===== src/rtl/tsp_key_feeder_if.sv =====
// Key-stream interface between tsp_key_feeder and the TSP matcher core.
// The feeder drives the key stream; the core returns the match count.
interface tsp_key_feeder_if #(
    parameter int unsigned CNT_W = 15
);
    logic             start;
    logic [7:0]       key;
    logic             last_byte;
    logic             begin_gap;
    logic             end_gap;
    logic             mask;
    logic [8:0]       key_length;
    logic [1:0]       byte_mode;
    logic [CNT_W-1:0] match_count;
    logic             match_count_valid;

    modport master (
        output start, key, last_byte, begin_gap, end_gap, mask, key_length, byte_mode,
        input  match_count, match_count_valid
    );

    modport slave (
        input  start, key, last_byte, begin_gap, end_gap, mask, key_length, byte_mode,
        output match_count, match_count_valid
    );
endinterface


===== src/rtl/tsp_key_feeder.sv =====
// tsp_key_feeder: buffers one search pattern and streams it one byte per
// cycle to the TSP matcher, then waits for the match count.
// Optional macro TSP_KEY_FEEDER_TIMEOUT_EN adds a WAIT_RESULT watchdog.
module tsp_key_feeder #(
    parameter int unsigned MAX_KEY_LEN    = 256,
    parameter int unsigned PTR_W          = 9,
    parameter int unsigned CNT_W          = 15,
    parameter int unsigned TIMEOUT_CYCLES = 65536
) (
    input  logic              clk,
    input  logic              reset,
    input  logic              pat_clear,
    input  logic              pat_we,
    input  logic [7:0]        pat_wdata,
    input  logic [2:0]        pat_wflags,
    input  logic              go,
    input  logic [1:0]        mode_in,
    output logic              busy,
    output logic              done,
    output logic              err,
    output logic              timeout,
    output logic              overflow,
    output logic [PTR_W-1:0]  pat_len,
    output logic [CNT_W-1:0]  result_count,
    tsp_key_feeder_if.master  key_if
);
    localparam int unsigned AW = (MAX_KEY_LEN > 1) ? $clog2(MAX_KEY_LEN) : 1;

    // Reject unusable parameter sets at elaboration
    if (MAX_KEY_LEN < 2 || MAX_KEY_LEN > 511 || PTR_W < 2 ||
        (64'(1) << PTR_W) <= 64'(MAX_KEY_LEN) || TIMEOUT_CYCLES < 1) begin : g_bad_params
        $error("tsp_key_feeder: illegal parameter combination");
    end

    typedef enum logic [1:0] {
        S_IDLE   = 2'd0,
        S_STREAM = 2'd1,
        S_WAIT   = 2'd2
    } state_t;

    typedef struct packed {
        logic       mask;
        logic       end_gap;
        logic       begin_gap;
        logic [7:0] data;
    } entry_t;

    state_t           state_q, state_d;
    logic [PTR_W-1:0] ptr_q, ptr_d;
    logic [PTR_W-1:0] idx_q, idx_d;
    logic [PTR_W-1:0] run_len_q, run_len_d;
    logic [1:0]       mode_q, mode_d;
    logic [CNT_W-1:0] result_q, result_d;
    logic             ovf_q, ovf_d;
    logic             busy_q, busy_d;
    logic             done_q, done_d;
    logic             err_q, err_d;
    logic             start_q, start_d;
    logic [7:0]       key_q, key_d;
    logic             last_q, last_d;
    logic             bgap_q, bgap_d;
    logic             egap_q, egap_d;
    logic             mask_q, mask_d;

    logic             wr_en_c;
    logic             div_ok_c;
    logic             len_ok_c;
    logic [PTR_W-1:0] rd_idx_c;
    entry_t           rd_entry_c;

    entry_t           mem_q [MAX_KEY_LEN];

`ifdef TSP_KEY_FEEDER_TIMEOUT_EN
    localparam int unsigned TMO_W = $clog2(TIMEOUT_CYCLES + 1);
    logic [TMO_W-1:0] tmo_cnt_q, tmo_cnt_d;
    logic             timeout_q, timeout_d;
`endif

    // Pattern storage; contents persist across runs and resets
    always_ff @(posedge clk) begin
        if (wr_en_c) begin
            mem_q[AW'(ptr_q)] <= entry_t'({pat_wflags, pat_wdata});
        end
    end

    // Byte fetched for the next stream cycle: index 0 at go, else idx+1
    assign rd_idx_c   = (state_q == S_IDLE) ? '0 : idx_q + PTR_W'(1);
    assign rd_entry_c = mem_q[AW'(rd_idx_c)];

    // Pattern length must be a whole number of symbols for the requested mode
    always_comb begin
        unique case (mode_in)
            2'd0:    div_ok_c = 1'b1;
            2'd1:    div_ok_c = ~ptr_q[0];
            2'd2:    div_ok_c = ((ptr_q % PTR_W'(3)) == '0);
            default: div_ok_c = (ptr_q[1:0] == 2'b00);
        endcase
        len_ok_c = (ptr_q >= PTR_W'(2)) && div_ok_c;
    end

    // Next-state, buffer write control and next values of registered outputs
    always_comb begin
        state_d   = state_q;
        ptr_d     = ptr_q;
        idx_d     = idx_q;
        run_len_d = run_len_q;
        mode_d    = mode_q;
        result_d  = result_q;
        ovf_d     = ovf_q;
        wr_en_c   = 1'b0;
        done_d    = 1'b0;
        err_d     = 1'b0;
        start_d   = 1'b0;
        key_d     = '0;
        last_d    = 1'b0;
        bgap_d    = 1'b0;
        egap_d    = 1'b0;
        mask_d    = 1'b0;
`ifdef TSP_KEY_FEEDER_TIMEOUT_EN
        tmo_cnt_d = tmo_cnt_q;
        timeout_d = timeout_q;
`endif

        unique case (state_q)
            S_IDLE: begin
                if (pat_clear) begin
                    ptr_d = '0;
                    ovf_d = 1'b0;
                end else if (pat_we) begin
                    if (ptr_q < PTR_W'(MAX_KEY_LEN)) begin
                        wr_en_c = 1'b1;
                        ptr_d   = ptr_q + PTR_W'(1);
                    end else begin
                        ovf_d = 1'b1;
                    end
                end
                if (go) begin
                    if (len_ok_c) begin
                        state_d   = S_STREAM;
                        idx_d     = '0;
                        run_len_d = ptr_q;
                        mode_d    = mode_in;
                        start_d   = 1'b1;
                        key_d     = rd_entry_c.data;
                        bgap_d    = rd_entry_c.begin_gap;
                        egap_d    = rd_entry_c.end_gap;
                        mask_d    = rd_entry_c.mask;
`ifdef TSP_KEY_FEEDER_TIMEOUT_EN
                        timeout_d = 1'b0;
`endif
                    end else begin
                        err_d = 1'b1;
                    end
                end
            end

            S_STREAM: begin
                if (idx_q == run_len_q - PTR_W'(1)) begin
                    state_d = S_WAIT;
`ifdef TSP_KEY_FEEDER_TIMEOUT_EN
                    tmo_cnt_d = '0;
`endif
                end else begin
                    idx_d  = idx_q + PTR_W'(1);
                    key_d  = rd_entry_c.data;
                    bgap_d = rd_entry_c.begin_gap;
                    egap_d = rd_entry_c.end_gap;
                    mask_d = rd_entry_c.mask;
                    last_d = ((idx_q + PTR_W'(2)) == run_len_q);
                end
            end

            S_WAIT: begin
                if (key_if.match_count_valid) begin
                    result_d = key_if.match_count;
                    done_d   = 1'b1;
                    state_d  = S_IDLE;
`ifdef TSP_KEY_FEEDER_TIMEOUT_EN
                end else if (tmo_cnt_q == TMO_W'(TIMEOUT_CYCLES - 1)) begin
                    result_d  = '0;
                    timeout_d = 1'b1;
                    done_d    = 1'b1;
                    state_d   = S_IDLE;
                end else begin
                    tmo_cnt_d = tmo_cnt_q + TMO_W'(1);
`endif
                end
            end

            default: state_d = S_IDLE;
        endcase

        busy_d = (state_d != S_IDLE);
    end

    // State and registered outputs, synchronous active-high reset
    always_ff @(posedge clk) begin
        if (reset) begin
            state_q   <= S_IDLE;
            ptr_q     <= '0;
            idx_q     <= '0;
            run_len_q <= '0;
            mode_q    <= '0;
            result_q  <= '0;
            ovf_q     <= 1'b0;
            busy_q    <= 1'b0;
            done_q    <= 1'b0;
            err_q     <= 1'b0;
            start_q   <= 1'b0;
            key_q     <= '0;
            last_q    <= 1'b0;
            bgap_q    <= 1'b0;
            egap_q    <= 1'b0;
            mask_q    <= 1'b0;
`ifdef TSP_KEY_FEEDER_TIMEOUT_EN
            tmo_cnt_q <= '0;
            timeout_q <= 1'b0;
`endif
        end else begin
            state_q   <= state_d;
            ptr_q     <= ptr_d;
            idx_q     <= idx_d;
            run_len_q <= run_len_d;
            mode_q    <= mode_d;
            result_q  <= result_d;
            ovf_q     <= ovf_d;
            busy_q    <= busy_d;
            done_q    <= done_d;
            err_q     <= err_d;
            start_q   <= start_d;
            key_q     <= key_d;
            last_q    <= last_d;
            bgap_q    <= bgap_d;
            egap_q    <= egap_d;
            mask_q    <= mask_d;
`ifdef TSP_KEY_FEEDER_TIMEOUT_EN
            tmo_cnt_q <= tmo_cnt_d;
            timeout_q <= timeout_d;
`endif
        end
    end

`ifdef TSP_KEY_FEEDER_TIMEOUT_EN
    assign timeout = timeout_q;
`else
    assign timeout = 1'b0;
`endif

    assign busy                = busy_q;
    assign done                = done_q;
    assign err                 = err_q;
    assign overflow            = ovf_q;
    assign pat_len             = ptr_q;
    assign result_count        = result_q;
    assign key_if.start        = start_q;
    assign key_if.key          = key_q;
    assign key_if.last_byte    = last_q;
    assign key_if.begin_gap    = bgap_q;
    assign key_if.end_gap      = egap_q;
    assign key_if.mask         = mask_q;
    assign key_if.key_length   = 9'(run_len_q);
    assign key_if.byte_mode    = mode_q;
endmodule


===== src/flat_wrapper.sv =====
// flat-port wrapper written by rule: the top's interface ports become plain ports
module tsp_key_feeder_flat 
#(
    parameter int unsigned MAX_KEY_LEN    = 256,
    parameter int unsigned PTR_W          = 9,
    parameter int unsigned CNT_W          = 15,
    parameter int unsigned TIMEOUT_CYCLES = 65536
)
  (clk, reset, pat_clear, pat_we, pat_wdata, pat_wflags, go, mode_in, busy, done, err, timeout, overflow, pat_len, result_count, key_if_start, key_if_key, key_if_last_byte, key_if_begin_gap, key_if_end_gap, key_if_mask, key_if_key_length, key_if_byte_mode, key_if_match_count, key_if_match_count_valid);
  tsp_key_feeder_if #(.CNT_W(CNT_W)) key_if_i ();
  input  logic clk;
  input  logic reset;
  input  logic pat_clear;
  input  logic pat_we;
  input  logic [7:0] pat_wdata;
  input  logic [2:0] pat_wflags;
  input  logic go;
  input  logic [1:0] mode_in;
  output logic busy;
  output logic done;
  output logic err;
  output logic timeout;
  output logic overflow;
  output logic [PTR_W-1:0] pat_len;
  output logic [CNT_W-1:0] result_count;
  output wire logic [$bits(key_if_i.start)-1:0] key_if_start;
  output wire logic [$bits(key_if_i.key)-1:0] key_if_key;
  output wire logic [$bits(key_if_i.last_byte)-1:0] key_if_last_byte;
  output wire logic [$bits(key_if_i.begin_gap)-1:0] key_if_begin_gap;
  output wire logic [$bits(key_if_i.end_gap)-1:0] key_if_end_gap;
  output wire logic [$bits(key_if_i.mask)-1:0] key_if_mask;
  output wire logic [$bits(key_if_i.key_length)-1:0] key_if_key_length;
  output wire logic [$bits(key_if_i.byte_mode)-1:0] key_if_byte_mode;
  input wire logic [$bits(key_if_i.match_count)-1:0] key_if_match_count;
  input wire logic [$bits(key_if_i.match_count_valid)-1:0] key_if_match_count_valid;
  assign key_if_start = key_if_i.start;
  assign key_if_key = key_if_i.key;
  assign key_if_last_byte = key_if_i.last_byte;
  assign key_if_begin_gap = key_if_i.begin_gap;
  assign key_if_end_gap = key_if_i.end_gap;
  assign key_if_mask = key_if_i.mask;
  assign key_if_key_length = key_if_i.key_length;
  assign key_if_byte_mode = key_if_i.byte_mode;
  assign key_if_i.match_count = key_if_match_count;
  assign key_if_i.match_count_valid = key_if_match_count_valid;
  tsp_key_feeder #(.MAX_KEY_LEN(MAX_KEY_LEN), .PTR_W(PTR_W), .CNT_W(CNT_W), .TIMEOUT_CYCLES(TIMEOUT_CYCLES)) u_core (.clk(clk), .reset(reset), .pat_clear(pat_clear), .pat_we(pat_we), .pat_wdata(pat_wdata), .pat_wflags(pat_wflags), .go(go), .mode_in(mode_in), .busy(busy), .done(done), .err(err), .timeout(timeout), .overflow(overflow), .pat_len(pat_len), .result_count(result_count), .key_if(key_if_i));
endmodule

===== config.mk =====
export PLATFORM = sky130hd
export DESIGN_NAME = tsp_key_feeder_flat
export DESIGN_NICKNAME = d
export VERILOG_FILES = /design/src/rtl/tsp_key_feeder_if.sv /design/src/rtl/tsp_key_feeder.sv /design/src/flat_wrapper.sv
export SDC_FILE = /design/constraint.sdc
export NUM_CORES = 2
export LEC_CHECK = 0
export CORE_UTILIZATION = 25
export DETAILED_ROUTE_END_ITERATION = 8
export PLACE_DENSITY = 0.42
export SLEW_MARGIN = 5
export SYNTH_ARGS = -nofsm -noshare
export SYNTH_HDL_FRONTEND = slang
export SYNTH_SLANG_ARGS = --single-unit

===== constraint.sdc =====
create_clock -name clk -period 6 [get_ports clk]
set_clock_uncertainty 0.2 [all_clocks]
set_input_delay 1.2 -clock clk [delete_from_list [all_inputs] [get_ports clk]]
set_output_delay 1.2 -clock clk [all_outputs]
set_load 0.02 [all_outputs]

Word-level counts from Yosys, hierarchy flattened
Memory sizes are Yosys's and may differ from the RTL's. Index checks and enable logic that the tools add are counted.

Register bits: 63. RAM bits: 2816. Input port bits: 34. Memories kept: 1.

Add/subtract/negate cells: 4. Divide/modulo/power cells: 1. Magnitude comparators: 2. Equal/unequal tests: 10. Mux-type cells: 42. Bitwise logic cells: 5. Reduce and logical (&&, ||, !) cells: 17.

Memory list: u_core.mem_q (words 256, width 11, read ports 1, clocked after Yosys merged registers in 0, wr ports 1, RTL line tsp_key_feeder.sv:71) `entry_t mem_q [MAX_KEY_LEN];`.

Operators with widths (number): two-way mux 9 bit (6); two-way mux 8 bit (4); two-way mux 1 bit (21); adder 9 x 1 -> 9 bit, second input constant (2); == test 9 bit (2); case mux 9 bit (2 select lines) (1); case mux 8 bit (2 select lines) (1); adder 9 x 2 -> 9 bit, second input constant (1); >= comparator 9 x 2 -> 1 bit, second input constant (1); zero test 9 bit (1); < comparator 9 bit, second input constant (1); remainder unit 9 x 2 -> 9 bit, second input constant (1); AND reduction 3 bit (3); subtractor 9 x 1 -> 9 bit, second input constant (1); two-way mux 2 bit (4); nonzero test 2 bit (4); zero test 2 bit (3); != test 2 bit, second input constant (3); case mux 1 bit (2 select lines) (3); case mux 2 bit (3 select lines) (1); OR reduction 3 bit (2); NOT 1 bit (5); == test 2 x 1 -> 1 bit, second input constant (2); == test 2 bit, second input constant (2); 6 further kinds (6).

Longest topological paths before layout
Word-level depth: 8. Depth in mapped cells: 23. Mapped depth without buffers: 19.

Worst setup path before layout
Ideal clock, no wire load.

Kind: register to register. Start point: reg u_core.ptr_q[7] (netlist: u_core.pat_len[7]). End point: reg u_core.run_len_q[0] (netlist: u_core.key_if.key_length[0]). Setup time: 0.087 ns. Arrival: 4.747 ns. Required time: 5.713 ns. Path slack: 0.966 ns. Cell stages (with the launch flop): 23. Path buffers: 6. Cells stage by stage: dfxtp_1 > buf_2 > buf_1 > clkbuf_1 > ha_1 > buf_2 > mux2_2 > o211ai_1 > nand2_1 > o21a_1 > buf_4 > a2111oi_0 > nor2_1 > nor3_4 > xnor2_1 > ha_1 > a21oi_1 > o22ai_1 > a2111oi_0 > a31o_2 > clkbuf_1 > nand4b_1 > o31ai_1.

Cells in the longest elaborated chain, start to end: 5. Elaborated cells between the ends (all ways): 6.

RTL lines: start: declaration (RTL line tsp_key_feeder.sv:49) `logic [PTR_W-1:0] ptr_q, ptr_d;`; start signal: assignment (RTL line tsp_key_feeder.sv:221) `ptr_q <= ptr_d;`; remainder unit 9 x 2 -> 9 bit (RTL line tsp_key_feeder.sv:95) `2'd2: div_ok_c = ((ptr_q % PTR_W'(3)) == '0);`; zero test 9 bit (RTL line tsp_key_feeder.sv:95); case mux 1 bit (3 select lines) (RTL line tsp_key_feeder.sv:92) `unique case (mode_in)`; logical AND 1 bit * (RTL line tsp_key_feeder.sv:98) `len_ok_c = (ptr_q >= PTR_W'(2)) && div_ok_c;`; AND reduction 3 bit (no line) *; end signal: assignment (RTL line tsp_key_feeder.sv:223) `run_len_q <= run_len_d;`; end: declaration (RTL line tsp_key_feeder.sv:51) `logic [PTR_W-1:0] run_len_q, run_len_d;`.

Mark *: on every way between the ends. The rest lies on a longest branch, timed or not. A chain may end at the register's enable or synchronous reset.

Worst setup path after layout
Start point: reg u_core.ptr_q[1] (netlist: u_core.pat_len[1]). End point: reg u_core.key_q[2] (netlist: u_core.key_if.key[2]).

Cells in the longest elaborated chain, start to end: 7. Elaborated cells between the ends (all ways): 9.

RTL lines: remainder unit 9 x 2 -> 9 bit (RTL line tsp_key_feeder.sv:95); zero test 9 bit (RTL line tsp_key_feeder.sv:95); case mux 1 bit (3 select lines) (RTL line tsp_key_feeder.sv:92); logical AND 1 bit * (RTL line tsp_key_feeder.sv:98); two-way mux 8 bit * (RTL line tsp_key_feeder.sv:138) `if (len_ok_c) begin`; two-way mux 8 bit * (RTL line tsp_key_feeder.sv:137) `if (go) begin`; case mux 8 bit (2 select lines) * (RTL line tsp_key_feeder.sv:124) `unique case (state_q)`; end signal: assignment (RTL line tsp_key_feeder.sv:231) `key_q <= key_d;`; end: declaration (RTL line tsp_key_feeder.sv:59) `logic [7:0] key_q, key_d;`.

Marked as above.

==> out/results.ini <==
[floorplanning]
start_util_pct=25.1
die_w_um=678
io_pins=87
die-area_mm2=0.460
fp.dieH_um=678
core_mm2=0.456
num_rows=248

[yosys]
ys_ff_latch=2879
syn_inst=8247
synth_edf_count=2816
synth.distinct_cells=81
syn_area_mm2=0.114
avgSynthCellArea_um2=13.9
synth_ff_type=edfxtp_1
syn_nets=8291
synth-seq-area-share_pct=75.0
yosysWarnings=0
async_reset_ff_share_pct=0

[sta]
max_freq_mhz=176
maxSlewViolCount=0
min_period_ns=5.67
final.period_utilization_pct=94.5
setup_viol=0
tns_ns=0
slew_headroom_pct=12.0
final-hold-violation-count=0
whs_ns=0.260
rsz0062_at_grt=false
tightest_slew_ns=1.32

[final_layout]
final_cell_mix=edfxtp_1 (2816), nand2_1 (1508), nand3_1 (686)
drive_gt1_share_pct=11.0
post-route-util_pct=29.5
nFillCells=45400
nets=8445
final_common_cell=edfxtp_1
area_growth_pct=17.8

[power_and_ir_drop]
power.net_switching_w=0.00874
clock_power_share_pct=45.7
pwr-share-comb_pct=1.8
peakVddDrop_v=0.000204
power.density_mw_per_mm2=312
leakage_nw=42.1
swShare_pct=20.8
seqPwrFrac_pct=52.5
p_int_w=0.0333

[cts]
clkLatencyLatePin_ns=0.93
ctsRootBufferMaster=clkbuf_16
clockBufferDepth=4
cts-htree-levels=5
numCtsBuffers=324
clock-sinks=2879
path_clk_slew_ns=0.06
cts_tree=done

[drt]
first_pass_iters=8
vias=73400
wl_per_cell_um=25.4
routed_wl_um=372000
ant_nets=0
drt-initial-drc-count=7081
drc=0
routed_via_density=5.01

[setup_path]
max_stage_delay_ns=0.61
path_class=reg2reg
cp.required_ns=6.64
critical_path.max_fanout=12
crit_chain=inv_1 > ha_1 > or3b_2 > o31a_1 > o22ai_2 > o21a_1 > nor4_1 > a311o_1 > nor3_4 > xnor2_1 > ha_1 > nor2_1 > o21ai_0 > a2111oi_1 > a31o_2 > buf_4 > a21oi_2 > buf_4 > nor2_1
cp_top_family=compound AO/OA/AOI/OAI gates
worstPathArrival_ns=6.31
worst-path-buf-inv=3
worst_setup_path_end_kind=register
startpoint_type=register
slowest_stage=or3b_2

[run]
cap_violations=0

[placement]
port_buffers=85
dp_hpwl_um=213000
gp_congestion=0.805

[global_routing]
grt_start_max_net_pins=144
grt-ovfl-total=0
grt_pass1_vias=71700
grt_pass1_wl_um=532000
grt.total_usage_pct=15.5
antenna_found_initial=19

[status]
status=completed

[hold_path]
hp-class=reg2reg

-- final cells by class --
class,instances,area (µm²),share of cell area (%)
clock inverter,166,1400,1.04
clock buffer,407,8690,6.45
timing repair buffer,527,5180,3.84
antenna,9,22.5,0.0167
tap,6000,7510,5.57
sequential,2879,85800,63.7
inverter,12,52.6,0.0390
multi-input combinational,4657,26000,19.3
-- through the flow --
step | setup slack [ns] | std cells | cell area, µm² | power [W]
floorplan | 0.966 | 8247 | 114000 | 0.0227
global placement | 0.318 | 14100 | 125000 | 0.0233
detailed placement | 0.310 | 14100 | 125000 | 0.0233
CTS | 0.271 | 14600 | 135000 | 0.0425
global route | 0.0909 | 14700 | 135000 | 0.0432
finish | 0.329 | 14700 | 135000 | 0.0421
-- cells in the mapped netlist (all sizes together) (11+ instances only) --
master  number  area share, %
dfxtp       63            1.1
nor4        11          0.060
a21oi      196           0.86
inv         12          0.039
a211oi     135           0.89
clkbuf     604            2.0
o21ai       86           0.38
mux2i       20           0.18
o221ai      32           0.25
nand2     1522            5.0
nor2       325            1.1
and3        18          0.098
xnor2       22           0.17
nand2b      20           0.11
a311oi     189            1.4
or3         35           0.19
a221oi     640            4.9
edfxtp    2816             74
buf         95           0.34
o211ai      36           0.24
a31oi      170           0.94
nor3       345            1.5
xor2        22           0.17
mux2        12           0.12
nand3      690            3.0
-- per-layer routing --
metal  routed length [µm]  vias up  GRT usage (%)
li1                     -    32600              -
met1               170000    38200           22.2
met2               173000     2194           24.9
met3                21200      416           2.44
met4                 7300        0           3.21
met5                    0        -              0
-- sequential cells by signal, summed over array words and instances (netlist names), 2 cells and up --
name / flops
u_core.result_count: 15
u_core.key_if.key_length: 9
u_core.pat_len: 9
u_core.idx_q: 9
u_core.state_q: 2
u_core.mem_q: 2816
u_core.key_if.byte_mode: 2
u_core.key_if.key: 8
-- cell families (layout without fill, tap and decap cells) --
group / count (synthesis) / count (layout) / share of synthesized area, %
XOR/XNOR: 44 / 44 / 0.337
other: 1 / 10 / 0.00328
buffers and inverters: 711 / 1112 / 2.36
adder cells (fa/ha/maj): 10 / 10 / 0.109
AND/OR/NAND/NOR: 3025 / 3025 / 11.5
AO/OA/AOI/OAI: 1545 / 1545 / 10.4
multiplexers: 32 / 32 / 0.293
flip-flops: 2879 / 2879 / 75.0
-- final timing paths --
kind / startpoint / end / slack, ns / cells after the start
setup / recovery: u_core.pat_len[1] / u_core.key_if.key[2] / 0.33 / 19
hold reg to reg: u_core.result_count[4] / u_core.result_count[4] / 0.26 / 2
setup reg to reg: u_core.pat_len[1] / u_core.key_if.key[2] / 0.33 / 19
hold / removal: u_core.result_count[4] / u_core.result_count[4] / 0.26 / 2
-- tightest hold or removal path, cell delays in order (launching register included) --
cell and delay, ns:
dfxtp_1 0.30, nand2_1 0.05, a21oi_1 0.06
-- what timing repair did --
| item | 4_1_cts | 5_1_grt |
|---|---|---|
| gates resized for setup | 0 | 1 |
| hold buffers | 0 | 0 |
| setup endpoints to repair | 0 | 31 |
| setup buffers | 0 | 4 |
-- power groups by stage --
stage	Clock (W)	Combinational [W]	Sequential (W)
detailed placement	0	0.000792	0.0225
global placement	0	0.000777	0.0225
floorplan	0	0.000185	0.0225
CTS	0.0196	0.000793	0.0221
finish	0.0192	0.000776	0.0221
global route	0.0203	0.000831	0.0221
No activity file was read; power rests on OpenSTA's default activity.
